<file path="src/rtl/btn_debounce_pulser.sv">
`default_nettype none
// ============================================================================
//  Module      : btn_debounce_pulser
//  Description : Push-button conditioner. Synchronizes a raw button input,
//                debounces press and release, and produces a clean level, a
//                single press pulse (scen) and an auto-repeat pulse train
//                (mcen).
//  Revision    : 1.0  initial release
// ============================================================================
module btn_debounce_pulser #(
  parameter int DEBOUNCE_CYCLES = 1000000,
  parameter int HOLD_CYCLES     = 50000000,
  parameter int REPEAT_CYCLES   = 10000000,
  parameter int CNT_W           = 28
) (
  input  logic       clk,
  input  logic       rst,
  input  logic       btn_in,
  output logic       db_level,
  output logic       scen,
  output logic       mcen,
  output logic [2:0] state
);

  typedef enum logic [2:0] {
    IDLE        = 3'b000,
    DEB_PRESS   = 3'b001,
    PRESS_PULSE = 3'b010,
    HOLD        = 3'b011,
    REPEAT      = 3'b100,
    DEB_RELEASE = 3'b101
  } state_t;

  localparam logic [CNT_W-1:0] C_DEB_LAST  = CNT_W'(DEBOUNCE_CYCLES - 1);
  localparam logic [CNT_W-1:0] C_HOLD_LAST = CNT_W'(HOLD_CYCLES - 1);
  // The repeat count runs 0..REPEAT_CYCLES so that, like the first repeat
  // (terminal cycle plus the state change), repeats are REPEAT_CYCLES+1 apart.
  localparam logic [CNT_W-1:0] C_REP_LAST  = CNT_W'(REPEAT_CYCLES);
  localparam logic [CNT_W-1:0] C_ONE       = CNT_W'(1);

  logic             s1_q;
  logic             btn_s_q;
  state_t           state_q;
  state_t           state_d;
  logic [CNT_W-1:0] cnt_q;
  logic [CNT_W-1:0] cnt_d;
  logic             mcen_reg_q;
  logic             mcen_reg_d;

  // Two-flop synchronizer for the asynchronous button pin.
  always_ff @(posedge clk or posedge rst) begin
    if (rst) begin
      s1_q    <= 1'b0;
      btn_s_q <= 1'b0;
    end else begin
      s1_q    <= btn_in;
      btn_s_q <= s1_q;
    end
  end

  // State, counter and repeat-pulse registers.
  always_ff @(posedge clk or posedge rst) begin
    if (rst) begin
      state_q    <= IDLE;
      cnt_q      <= '0;
      mcen_reg_q <= 1'b0;
    end else begin
      state_q    <= state_d;
      cnt_q      <= cnt_d;
      mcen_reg_q <= mcen_reg_d;
    end
  end

  // Next-state, next-count and repeat-pulse request logic.
  always_comb begin
    state_d    = state_q;
    cnt_d      = cnt_q;
    mcen_reg_d = 1'b0;
    case (state_q)
      IDLE: begin
        cnt_d = '0;
        if (btn_s_q) state_d = DEB_PRESS;
      end
      DEB_PRESS: begin
        if (!btn_s_q) begin
          state_d = IDLE;
          cnt_d   = '0;
        end else if (cnt_q == C_DEB_LAST) begin
          state_d = PRESS_PULSE;
          cnt_d   = '0;
        end else begin
          cnt_d = cnt_q + C_ONE;
        end
      end
      PRESS_PULSE: begin
        state_d = HOLD;
        cnt_d   = '0;
      end
      HOLD: begin
        // Release wins over a coincident terminal count: no pulse.
        if (!btn_s_q) begin
          state_d = DEB_RELEASE;
          cnt_d   = '0;
        end else if (cnt_q == C_HOLD_LAST) begin
          state_d    = REPEAT;
          cnt_d      = '0;
          mcen_reg_d = 1'b1;
        end else begin
          cnt_d = cnt_q + C_ONE;
        end
      end
      REPEAT: begin
        if (!btn_s_q) begin
          state_d = DEB_RELEASE;
          cnt_d   = '0;
        end else if (cnt_q == C_REP_LAST) begin
          cnt_d      = '0;
          mcen_reg_d = 1'b1;
        end else begin
          cnt_d = cnt_q + C_ONE;
        end
      end
      DEB_RELEASE: begin
        // A bounce back to pressed restarts the hold delay without a new press.
        if (btn_s_q) begin
          state_d = HOLD;
          cnt_d   = '0;
        end else if (cnt_q == C_DEB_LAST) begin
          state_d = IDLE;
          cnt_d   = '0;
        end else begin
          cnt_d = cnt_q + C_ONE;
        end
      end
      default: begin
        state_d = IDLE;
        cnt_d   = '0;
      end
    endcase
  end

  // Outputs are pure decodes of registers, so they are glitch-free.
  assign scen     = (state_q == PRESS_PULSE);
  assign mcen     = (state_q == PRESS_PULSE) | mcen_reg_q;
  assign db_level = (state_q == PRESS_PULSE) | (state_q == HOLD) |
                    (state_q == REPEAT)      | (state_q == DEB_RELEASE);
  assign state    = state_q;

endmodule
`default_nettype wire

</file>
<file path="config.mk">
export PLATFORM = sky130hd
export DESIGN_NAME = btn_debounce_pulser
export DESIGN_NICKNAME = d
export VERILOG_FILES = /design/src/rtl/btn_debounce_pulser.sv
export SDC_FILE = /design/constraint.sdc
export NUM_CORES = 1
export LEC_CHECK = 0
export CORE_MARGIN = 3
export CORE_UTILIZATION = 50
export DETAILED_ROUTE_END_ITERATION = 7
export PLACE_DENSITY_LB_ADDON = 0.08
export SYNTH_ARGS = -nofsm -noshare
export SYNTH_HDL_FRONTEND = slang
export SYNTH_SLANG_ARGS = --single-unit
</file>
<file path="constraint.sdc">
create_clock -name clk -period 2.2 [get_ports clk]
set_clock_uncertainty 0.15 [all_clocks]
set_input_delay 0.22 -clock clk [delete_from_list [all_inputs] [get_ports clk]]
set_output_delay 0.22 -clock clk [all_outputs]
set_load 0.02 [all_outputs]
</file>
==> flow_summary_export.csv, run 1 <==
group,metric,value,unit
run_status,status,"finished with violations",
run_status,failed_checks,"negative setup slack",
synthesis,async_flop_share,100.0,%
synthesis,yosys_warnings,0,
drt,dr.first_iter.drc_count,105,
synthesis,synth.distinct_cells,38,
sta,worst_pin_slew,0.4319,ns
sta,fin_ws,-0.06712,ns
power,p_int,1.335,mW
drt,post_drt_via_cell_ratio,5.635,
global_route,grt_first_pass_wirelength,7.596,mm
drt,wl,4.569,mm
synthesis,synth.net_count,210,
drt,firstDrtPassIters,4,
global_route,grt_start_max_net_pins,35,
cts,clock-root-buffer,"clkbuf_8",
floorplanning,die_w,67.80,um
synthesis,yosysSeqAreaShare,44.56,%
power,p_sw_share,36.21,%
sta,finalHoldViolCount,0,
drt,drcViolationCount,0,
placed_design,dpl.hpwl,3.216,mm
sta,relSlewSlack,71.20,%
power,powerDensity,857.6,nW/um^2
finish,fill_cells,265,
sta,setup_viol,28,
sta,min_period,2.267,ns
power,power_frac_seq,35.7,%
synthesis,synth_top_family_by_area,"simple AND/OR/NAND/NOR gates",
floorplanning,start_util,54.64,%
synthesis,synth_top_area_share,44.56,%
power,max-vdd-ir-drop,393.5,uV
setup_path,crit_fanout,7,
finish,instances_no_fill,288,
synthesis,yosys.area_share.simple,31.52,%
setup_path,crit_type,"reg2reg",
placed_design,placedCellCount,273,
setup_path,r2r_end,"cnt_q[4]$_DFF_PP0_",
sta,setup_tns,-1.392,ns
synthesis,yosysMostFrequentCell,"nor2_1",
floorplanning,coreArea,3495,um^2
cts,cts_made_buffers,5,
setup_path,crit_path_end_kind,"flop",
min_path,hold_class,"in2async",
cts,cts_hold_buf,0,
synthesis,yosys_most_used_dff,"dfrtp_1",
sta,fin_crit_sh,103.1,%
floorplanning,rows,21,
placed_design,gp_congestion,0.8415,
synthesis,synthMuxAreaShare,0,%
placed_design,place_ws,-0.05140,ns
synthesis,synth-xor-area-share,12.84,%
setup_path,crit_path_start_kind,"flop",
global_route,gr-usage-all-layers,22.88,%
synthesis,synth_edf_count,0,
synthesis,syn_area_per_cell,9.314,um^2
placed_design,numPortBuffers,8,
sta,fmax,0.4411,GHz
global_route,antenna_found_initial,0,
power,leakagePower,0.9273,nW
drt,ant_nets,0,
synthesis,yosysTopAreaCell,"dfrtp_1",
synthesis,synth_area_leaders,"dfrtp_1, xnor2_1, nor2_1, xor2_1, nand4_1",
cts,clk_path_buf_depth,2,
finish,area_growth,27.79,%
drt,wl_per_cell,15.86,um
power,clkPwrFrac,22.8,%
global_route,gr-total-overflow,0,
cts,insertion_delay,0.29,ns
finish,drive_gt1_share,25.21,%
floorplanning,die_y,67.80,um
floorplanning,dieArea,4596,um^2
setup_path,reg2reg_from,"cnt_q[0]$_DFF_PP0_",
cts,clock_sink_count,34,
setup_path,r2r_cells,8,
setup_path,crit_required,2.23,ns
synthesis,syn_inst,205,
cts,cts_tree,"built",
cts,clk_pin_slew,0.07,ns
cts,ctsHtreeMaxLevel,2,
synthesis,synth_compound_area_share,6.422,%
setup_path,rrSetupSlack,-0.07,ns
synthesis,synth_commonest_cells,"nor2_1, dfrtp_1, xnor2_1",
synthesis,synth_area,1909,um^2
power,p_sw,0.7578,mW
finish,fin_nets,246,
finish,diodes,0,
drt,num_vias,1623,
setup_path,critPathArrivalTime,2.30,ns
flow_run,drv_cap,0,
synthesis,synth_fa_ha_area_share,1.311,%
sta,rsz0062_at_grt,"true",
sta,maxSlewViolCount,0,
power,combPwrFrac,41.5,%
global_route,grt_pass1_vias,1636,
synthesis,ys_ff_latch,34,
floorplanning,pin_count,9,
[worst max-delay path: stages, from the launching register on]
cell	delay, ns
dfrtp_1	0.43
ha_4	0.16
or4b_4	0.49
nor3_4	0.20
a31oi_4	0.13
a211oi_4	0.25
buf_6	0.16
buf_6	0.13
nor2_1	0.05
[layout by cell type, fill, tap and decap left out, types with 4 or more instances in the layout]
| cell | instances |
|---|---|
| dfrtp_1 | 33 |
| nor2_1 | 28 |
| buf_4 | 23 |
| xnor2_1 | 18 |
| nand2_1 | 16 |
| nand4_1 | 11 |
| xor2_1 | 10 |
| nor2_2 | 9 |
| nor3_1 | 7 |
| clkdlybuf4s50_1 | 7 |
| inv_1 | 6 |
| clkbuf_8 | 6 |
| and2_1 | 5 |
| nor2b_1 | 5 |
| nor4_1 | 5 |
| nand3_1 | 4 |
| a21oi_1 | 4 |
[logic make-up (layout without fill, tap and decap cells)]
family | Yosys count | in the layout
AOI/OAI and AO/OA | 15 | 15
xor gates and xnor gates | 28 | 28
adders and majority gates | 2 | 2
buffers and inverters | 13 | 50
DFF | 34 | 34
and+or+nand+nor | 113 | 113
[layout make-up]
cell class / instances / area [um^2] / share of cell area [%]
multi-input cells: 158 / 1097 / 44.97
flip-flops and latches: 34 / 852.1 / 34.92
repair buffers: 36 / 315.3 / 12.92
clock buffers: 6 / 82.58 / 3.385
well taps: 46 / 57.56 / 2.359
inverters: 6 / 22.52 / 0.9231
clock inverters: 2 / 12.51 / 0.5128
[worst max-delay path by stage]
stage                  startpoint                   end
2_1_floorplan  cnt_q[0]$_DFF_PP0_    cnt_q[8]$_DFF_PP0_
3_3_place_gp   cnt_q[1]$_DFF_PP0_  state[0]$_DFFE_PP0P_
3_5_place_dp   cnt_q[1]$_DFF_PP0_   cnt_q[16]$_DFF_PP0_
4_1_cts        cnt_q[1]$_DFF_PP0_   cnt_q[16]$_DFF_PP0_
5_1_grt        cnt_q[1]$_DFF_PP0_    cnt_q[3]$_DFF_PP0_
6_report       cnt_q[0]$_DFF_PP0_    cnt_q[4]$_DFF_PP0_
[stage by stage]
step / instance area [um^2] / power [mW] / hold WS [ns] / utilization [%]
after floorplan: 1928 / 1.168 / 0.1014 / -
after global placement: 2182 / 1.345 / 0.1861 / 62.44
after detailed placement: 2182 / 1.371 / 0.1910 / 62.44
after CTS: 2392 / 2.042 / 0.1868 / 68.46
after global routing: 2440 / 2.195 / 0.2105 / 69.82
final: 2440 / 2.092 / 0.1750 / 69.82
[state kept, by name (all words and copies together), names as in the netlist]
signal and cells:
btn_s_q 1, cnt_q 28, mcen_reg_q 1, s1_q 1, state 3
[power by group through the flow]
stage / combinational [mW] / sequential, mW / clock [mW]
after floorplan: 0.418 / 0.750 / 0
after global placement: 0.601 / 0.744 / 0
after detailed placement: 0.619 / 0.752 / 0
after CTS: 0.807 / 0.743 / 0.492
after global routing: 0.923 / 0.753 / 0.519
final: 0.868 / 0.747 / 0.478
[what timing repair did]
item | 4_1_cts | 5_1_grt
setup endpoints to repair | 29 | 30
resized for setup | 21 | 11
gates cloned | 2 | 0
pin swaps | 14 | 3
setup buffers | 4 | 2
[routing by layer]
metal	share of wire (%)	global-route usage (%)	routed length (um)
met2	48	38.03	2195
met5	0	0	0
met3	5.4	7.488	245
met4	2.9	11.91	132
met1	44	26.08	1995
Note: power is estimated with default switching activity, not from simulation.
==> run 2: changes to the inputs <==
- CTS_BUF_LIST: unset -> sky130_fd_sc_hd__clkbuf_16
==> run 2 against run 1 <==
The run still ends with negative setup slack left. Global-route usage increased by 0.87 points. Critical path depth unchanged. Final cell count did not move. Critical path type unchanged. Critical endpoint unchanged.
==> flow_summary_export.csv, run 2 (synthesized netlist as in run 1, its figures left out) <==
group,metric,value,unit
sta,fmax,0.4455,GHz
cts,ctsHtreeMaxLevel,2,
setup_path,r2r_cells,8,
global_route,antenna_found_initial,0,
placed_design,gp_congestion,0.8415,
cts,cts_hold_buf,0,
cts,clock-root-buffer,"clkbuf_16",
finish,drive_gt1_share,23.55,%
cts,cts_tree,"built",
min_path,hold_class,"in2async",
setup_path,crit_path_start_kind,"flop",
cts,clk_pin_slew,0.05,ns
power,p_total,2.263,mW
drt,wl_met1,2.012,mm
floorplanning,dieArea,4596,um^2
global_route,gr-total-overflow,0,
drt,wl_met2,2.247,mm
global_route,grt_pass1_vias,1693,
power,power_frac_seq,33.0,%
setup_path,path_cells,"ha_4, or4b_4, nor3_4, a31oi_4, a211oi_4, buf_6, buf_6, nor2_1",
finish,final_common_cell,"dfrtp_1",
sta,setup_viol,27,
finish,layout_common_cells,"dfrtp_1, nor2_1, buf_4, xnor2_1, nand2_1",
floorplanning,die_y,67.80,um
power,p_int,1.490,mW
sta,finalHoldViolCount,0,
power,leakagePower,0.9591,nW
setup_path,critPathMostFrequentCell,"buf_6",
cts,insertion_delay,0.28,ns
placed_design,place_ws,-0.05140,ns
drt,dr_wl_met3,248,um
power,powerDensity,914.9,nW/um^2
cts,clk_path_buf_depth,2,
sta,maxSlewViolCount,0,
setup_path,crit_fanout,7,
cts,cts_made_buffers,5,
finish,largest_reg_flops,28,
setup_path,slowest_stage,"or4b_4",
setup_path,critPathArrivalTime,2.26,ns
finish,area_growth,29.55,%
run_status,status,"finished with violations",
finish,fin_nets,246,
floorplanning,rows,21,
floorplanning,pin_count,9,
sta,fin_ws,-0.04459,ns
flow_run,drv_cap,0,
power,max-vdd-ir-drop,551.8,uV
drt,num_vias,1635,
placed_design,dpl.hpwl,3.216,mm
sta,fin_crit_sh,102.0,%
global_route,grt_start_max_net_pins,35,
drt,firstDrtPassIters,5,
setup_path,crit_required,2.22,ns
drt,wl_per_cell,16.12,um
floorplanning,start_util,54.64,%
cts,clock_sink_count,34,
run_status,failed_checks,"negative setup slack",
drt,post_drt_via_cell_ratio,5.677,
drt,wl,4.643,mm
global_route,gr-usage-all-layers,23.76,%
drt,drcViolationCount,0,
sta,worst_pin_slew,0.4237,ns
power,p_sw_share,34.18,%
drt,dr.max_layer_used,"met4",
power,p_sw,0.7734,mW
setup_path,crit_type,"reg2reg",
sta,relSlewSlack,71.69,%
setup_path,crit_path_end_kind,"flop",
sta,min_period,2.245,ns
finish,diodes,0,
power,clkPwrFrac,29.6,%
setup_path,slowest_delay,0.49,ns
drt,ant_nets,0,
floorplanning,coreArea,3495,um^2
global_route,grt_first_pass_wirelength,7.935,mm
sta,rsz0062_at_grt,"true",
floorplanning,die_w,67.80,um
drt,dr.first_iter.drc_count,68,
power,combPwrFrac,37.4,%
finish,regMostFlops,"cnt_q",
placed_design,numPortBuffers,8,
-- run 2: changes by cell type in the layout (fill, tap and decap cells not counted), sizes merged --
cell          change
dlymetal6s2s      +1
clkbuf            -1
clkinv            +1
dlygate4sd2       -1
-- run 2: path summary, 6_finish.rpt --
path                               startpoint                   end  slack [ns]
max in group asynchronous                 rst  state[1]$_DFFE_PP0P_        1.38
max reg2reg                cnt_q[1]$_DFF_PP0_    cnt_q[4]$_DFF_PP0_       -0.04
max                        cnt_q[1]$_DFF_PP0_    cnt_q[4]$_DFF_PP0_       -0.04
min in group clk               s1_q$_DFF_PP0_     btn_s_q$_DFF_PP0_        0.20
min reg2reg                    s1_q$_DFF_PP0_     btn_s_q$_DFF_PP0_        0.20
min                                       rst    cnt_q[2]$_DFF_PP0_        0.19
-- run 2: layout make-up --
cell class,instances,area (um^2)
multi-input combinational,158,1085
clock inverter,3,16.27
sequential,34,852.1
clock buffer,5,125.1
tap,46,57.56
fill,258,1021
timing repair buffer,36,315.3
inverter,6,22.52
-- run 2: critical path: cells and delay by family (launching register included) --
kind,cells,cell delay (ns)
adder cells (fa/ha/maj),1,0.16
flip-flops,1,0.42
AO/OA/AOI/OAI,2,0.38
buffers and inverters,2,0.28
AND/OR/NAND/NOR,3,0.73
-- run 2: power groups by stage --
stage / combinational [mW] / clock (mW) / sequential (mW)
5_1_grt: 0.904 / 0.708 / 0.756
6_report: 0.846 / 0.670 / 0.748
2_1_floorplan: 0.418 / 0 / 0.750
4_1_cts: 0.805 / 0.682 / 0.744
3_5_place_dp: 0.619 / 0 / 0.752
3_3_place_gp: 0.601 / 0 / 0.744
-- run 2: repair_timing --
action | in CTS | in global routing
cloned | 2 | 0
setup endpoints to repair | 29 | 30
pin swaps | 13 | 2
resized for setup | 18 | 8
setup buffers | 4 | 2
-- run 2: layer usage --
layer	vias up	GRT usage [%]
met5	-	0
met4	0	11.17
met3	15	7.820
met2	44	39.85
met1	794	27.23
li1	782	-
-- run 2: metrics by stage --
stage,area [um^2],hold WS (ns),setup TNS (ns),util (%),instances
final,2474,0.1927,-0.8080,70.78,288
after global routing,2474,0.2061,-3.763,70.78,288
after CTS,2435,0.2016,-1.234,69.67,287
after detailed placement,2182,0.1910,-1.187,62.44,273
after global placement,2182,0.1861,0,62.44,273
after floorplan,1928,0.1014,-0.4618,-,205
